### config.mk
export PLATFORM = sky130hd
export DESIGN_NAME = serial_bus_arbiter
export DESIGN_NICKNAME = d
export VERILOG_FILES = /design/src/rtl/serial_bus_arbiter.sv
export SDC_FILE = /design/constraint.sdc
export NUM_CORES = 1
export LEC_CHECK = 0
export CAP_MARGIN = 5
export CORE_AREA = 2 2 39 41
export CTS_BUF_LIST = sky130_fd_sc_hd__clkbuf_16
export CTS_CLUSTER_SIZE = 16
export DETAILED_ROUTE_END_ITERATION = 16
export DIE_AREA = 0 0 41 43
export GPL_TIMING_DRIVEN = 0
export PLACE_DENSITY_LB_ADDON = 0.15
export SETUP_SLACK_MARGIN = 0.1
export SYNTH_ARGS = -nofsm -noshare
export SYNTH_HDL_FRONTEND = slang
export SYNTH_SLANG_ARGS = --single-unit
### constraint.sdc
create_clock -name clk -period 1.37 [get_ports clk]
set_input_delay 0.137 -clock clk [delete_from_list [all_inputs] [get_ports clk]]
set_output_delay 0.137 -clock clk [all_outputs]
set_load 0.01 [all_outputs]
### src/rtl/serial_bus_arbiter.sv
// Two-master round-robin arbiter for the bit-serial slave bus.
// Define ARB_HOLD_TIMEOUT_EN to force release after MAX_HOLD cycles of ownership.
module serial_bus_arbiter #(
  parameter int MAX_HOLD  = 64,
  parameter int CNT_WIDTH = 8
) (
  input  logic clk,
  input  logic rst,
  input  logic m1_req,
  output logic m1_grant,
  input  logic m1_wdata,
  input  logic m1_mode,
  input  logic m1_mvalid,
  output logic m1_rdata,
  output logic m1_svalid,
  input  logic m2_req,
  output logic m2_grant,
  input  logic m2_wdata,
  input  logic m2_mode,
  input  logic m2_mvalid,
  output logic m2_rdata,
  output logic m2_svalid,
  output logic s_wdata,
  output logic s_mode,
  output logic s_mvalid,
  input  logic s_rdata,
  input  logic s_svalid,
  output logic msel,
  output logic bus_busy,
  output logic timeout
);

  localparam logic [1:0] IDLE = 2'd0;
  localparam logic [1:0] G1   = 2'd1;
  localparam logic [1:0] G2   = 2'd2;

  localparam logic LAST_M1 = 1'b0;
  localparam logic LAST_M2 = 1'b1;

  if ((2 ** CNT_WIDTH) <= MAX_HOLD) begin : g_bad_cnt_width
    $error("CNT_WIDTH too small for MAX_HOLD");
  end

  logic [1:0]           state;
  logic [1:0]           state_next;
  logic                 last;
  logic                 last_next;
  logic [CNT_WIDTH-1:0] hold_cnt;
  logic                 force_rel;

`ifdef ARB_HOLD_TIMEOUT_EN
  assign force_rel = ((state == G1) || (state == G2)) &&
                     (hold_cnt == CNT_WIDTH'(MAX_HOLD - 1));
`else
  assign force_rel = 1'b0;
`endif

  // On a tie the master that did not own the bus last wins; "last" survives a timeout.
  always_comb begin
    state_next = state;
    last_next  = last;
    case (state)
      IDLE: begin
        if (m1_req && (!m2_req || (last == LAST_M2))) begin
          state_next = G1;
          last_next  = LAST_M1;
        end else if (m2_req) begin
          state_next = G2;
          last_next  = LAST_M2;
        end else begin
          state_next = IDLE;
        end
      end
      G1: begin
        if (force_rel || (!m1_req && !m1_mvalid)) state_next = IDLE;
        else                                      state_next = G1;
      end
      G2: begin
        if (force_rel || (!m2_req && !m2_mvalid)) state_next = IDLE;
        else                                      state_next = G2;
      end
      default: state_next = IDLE;
    endcase
  end

  always_ff @(posedge clk or posedge rst) begin
    if (rst) begin
      state    <= IDLE;
      last     <= LAST_M2;
      m1_grant <= 1'b0;
      m2_grant <= 1'b0;
      bus_busy <= 1'b0;
      msel     <= 1'b0;
      timeout  <= 1'b0;
    end else begin
      state    <= state_next;
      last     <= last_next;
      m1_grant <= (state_next == G1);
      m2_grant <= (state_next == G2);
      bus_busy <= (state_next != IDLE);
      msel     <= (state_next == G2);
      timeout  <= force_rel;
    end
  end

  // Cleared on every grant entry, saturates while the grant is held.
  always_ff @(posedge clk or posedge rst) begin
    if (rst) begin
      hold_cnt <= {CNT_WIDTH{1'b0}};
    end else if ((state_next == IDLE) || (state_next != state)) begin
      hold_cnt <= {CNT_WIDTH{1'b0}};
    end else if (hold_cnt != {CNT_WIDTH{1'b1}}) begin
      hold_cnt <= hold_cnt + CNT_WIDTH'(1);
    end
  end

  always_comb begin
    s_wdata   = 1'b0;
    s_mode    = 1'b0;
    s_mvalid  = 1'b0;
    m1_rdata  = 1'b0;
    m1_svalid = 1'b0;
    m2_rdata  = 1'b0;
    m2_svalid = 1'b0;
    case (state)
      G1: begin
        s_wdata   = m1_wdata;
        s_mode    = m1_mode;
        s_mvalid  = m1_mvalid;
        m1_rdata  = s_rdata;
        m1_svalid = s_svalid;
      end
      G2: begin
        s_wdata   = m2_wdata;
        s_mode    = m2_mode;
        s_mvalid  = m2_mvalid;
        m2_rdata  = s_rdata;
        m2_svalid = s_svalid;
      end
      default: begin
        s_wdata = 1'b0;
      end
    endcase
  end

endmodule

==> flow_summary_export.csv <==
group,metric,value,unit
synth,synth_area_leaders,"dfrtp_1 (32%), ha_1 (13%), dfstp_2 (6.8%)",
power_and_ir_drop,irDropWorstVdd,1.48,mV
sta,setup_slack,-0.0320,ns
clock_tree,cts.sinks,6,
die,rows,14,
layout,final_cell_area,826,um2
synth,ys_seq_elements,6,
synth,syn-mean-instance-area,9.91,um2
die,die_area,1760,um2
clock_tree,cts-root-buf,"clkbuf_16",
setup_path,rr_startpoint,"state[1]",
global_routing,grt_pass1_vias,406,
layout,fill_cells,122,
sta,drv_slew,0,
setup_path,startpoint_type,"register",
setup_path,setup.worst_path.start,"state[1]",
clock_tree,cts_tree,"done",
synth,yosysSeqAreaShare,39.2,%
route,wirelength,1040,um
setup_path,end_kind,"output port",
setup_path,crit_type,"register to output port",
die,die_h,43,um
power_and_ir_drop,powerDensity,2220,nW/um2
sta,setup_viol,3,
synth,yosysWarnings,0,
setup_path,critPathMaxFanout,6,
synth,synthCells,39,
sta,hold_viol_final,0,
outcome,status,"finished with violations",
global_routing,grt_max_degree,7,
run,drv_cap,0,
placed_design,placed_area,627,um2
clock_tree,insertion_delay,0.23,ns
layout,layout-drive-gt1-share,49.3,%
die,core,1380,um2
sta,min_period,1.40,ns
synth,synth_fp_nets,55,
clock_tree,clk_pin_slew,0.03,ns
sta,finalCritPeriodShare,102,%
global_routing,grt_usage,14.0,%
setup_path,crit_end,"s_wdata",
layout,area_delta_synth_final,114,%
global_routing,grt_pass1_wl,1680,um
die,initial_core_util,27.9,%
setup_path,reg2reg_slack,0.05,ns
route,drc_errors,0,
synth,synth_top_area_cell,"dfrtp_1",
clock_tree,htree_levels,1,
route,via_per_inst,4.47,
setup_path,r2r_end,"msel",
placed_design,place_congestion,0.599,
route,vias,389,
setup_path,cp.arrival,1.26,ns
global_routing,grt_overflow,0,
die,ioPinCount,24,
layout,fin_nets,88,
sta,clock.fmax,0.713,GHz
route,initialDrtViolationCount,1,
route,firstDrtPassIters,4,
placed_design,port_buffers,22,
outcome,violations,"negative setup slack",
setup_path,r2r_cells,6,
setup_path,worstPathRequired,1.23,ns
layout,diodes,0,
sta,skew,0.00280,ns
layout,final_util,59.7,%
power_and_ir_drop,leakage,0.362,nW
synth,synth_top_cell_area_share,32.4,%
route,ant_nets,0,
clock_tree,hold_buffers,0,
clock_tree,clock_path_buffers,2,
synth,syn_area,387,um2
global_routing,grt_antenna_before_repair,0,
synth,ys_types,17,
clock_tree,cts_made_buffers,3,
die,die_w,41,um
sta,grt_setup_unrepaired,"true",
route,post_drt_wl_per_cell,11.9,um
worst_hold_path,min_path_type,"primary input to asynchronous set/reset pin",
placed_design,place_hpwl,652,um
-- synthesized netlist by cell type (all sizes together) --
library cell / number
conb: 1
dfstp: 1
ha: 4
a21oi: 2
nor2b: 3
nor3b: 2
o21a: 2
a22oi: 3
and2: 4
dfrtp: 5
nor2: 2
buf: 2
inv: 3
a31oi: 3
nand2b: 1
nand2: 1
-- per-layer routing --
metal  GRT usage (%)  up-vias  wire length, um
li1                -      193                -
met1            16.0      175              380
met2            21.6       19              495
met3            3.14        2              138
met4            10.0        0               24
met5               0        -                0
-- registers in the layout, summed over array words and instances, names as in the netlist --
| signal | count |
|---|---|
| state | 2 |
| bus_busy | 1 |
| last | 1 |
| m1_grant | 1 |
| msel | 1 |
-- how the worst min path moves through the flow --
stage                     start       end  depth (start not counted)
after floorplan             rst  bus_busy                          1
after global placement      rst  state[0]                          2
after detailed placement    rst      msel                          2
after CTS                   rst      msel                          2
after global routing        rst  state[0]                          2
final                       rst      msel                          2
-- what timing repair did --
item / CTS / global route
endpoints found under the hold margin: 0 / 0
setup endpoints to repair: 11 / 11
buffers inserted: 4 / 2
pin swaps: 2 / 0
gates resized for setup: 43 / 8
-- worst max-delay path: stages (launching register included) --
cell	delay [ns]
dfrtp_1	0.39
buf_6	0.13
ha_4	0.17
a22oi_2	0.15
nor2b_1	0.06
buf_2	0.13
-- cells by family (layout without fill, tap and decap cells) --
logic type / count (synthesis) / count (layout) / share of synthesized area [%]
AO/OA/AOI/OAI: 10 / 10 / 20.4
adder cells (fa/ha/maj): 4 / 4 / 12.9
buffers and inverters: 5 / 37 / 6.79
flip-flops: 6 / 6 / 39.2
other: 1 / 1 / 0.970
AND/OR/NAND/NOR: 13 / 13 / 19.7
-- cell type report --
type | count | area (um2) | share of cell area (%)
timing repair buffer | 28 | 249 | 30.2
inverter | 3 | 11.3 | 1.36
buffer | 2 | 15.0 | 1.82
sequential | 6 | 151 | 18.3
tap | 16 | 20.0 | 2.42
multi-input combinational | 28 | 300 | 36.4
clock buffer | 3 | 75.1 | 9.09
clock inverter | 1 | 3.75 | 0.455
-- cells in the final DEF, fill, tap and decap left out --
| cell type | n |
|---|---|
| clkdlybuf4s50_1 | 14 |
| nor2_1 | 2 |
| nor2b_1 | 3 |
| a22oi_2 | 3 |
| ha_4 | 3 |
| inv_2 | 2 |
| and2_4 | 2 |
| buf_4 | 6 |
| nand2b_1 | 1 |
| a21oi_2 | 1 |
| buf_2 | 5 |
| inv_1 | 2 |
| clkbuf_16 | 3 |
| nand2_1 | 1 |
| a31oi_1 | 1 |
| dfstp_2 | 1 |
| dfrtp_1 | 5 |
| ha_2 | 1 |
| buf_6 | 4 |
| nor3b_2 | 2 |
| dlygate4sd2_1 | 1 |
| o21a_1 | 2 |
| a21oi_1 | 1 |
| conb_1 | 1 |
| a31oi_4 | 2 |
| and2_1 | 2 |
-- report_power, final --
group	internal [mW]	switching [mW]	total, mW
combinational	0.599	0.442	1.04
sequential	0.272	0.0465	0.318
clock	0.378	0.0938	0.472
total	1.25	0.582	1.83
-- through the flow --
step	hold slack (ns)	std cells	setup WS (ns)	TNS [ns]	power, mW
global placement	0.367	77	-0.270	-1.49	1.04
global route	0.161	87	-0.0763	-0.243	1.96
finish	0.125	87	-0.0320	-0.0880	1.83
floorplan	-0.0728	39	0.159	0	0.725
detailed placement	0.366	77	-0.290	-1.57	1.04
CTS	0.132	85	-0.0298	-0.0728	1.70
(Power assumes the default switching activity.)
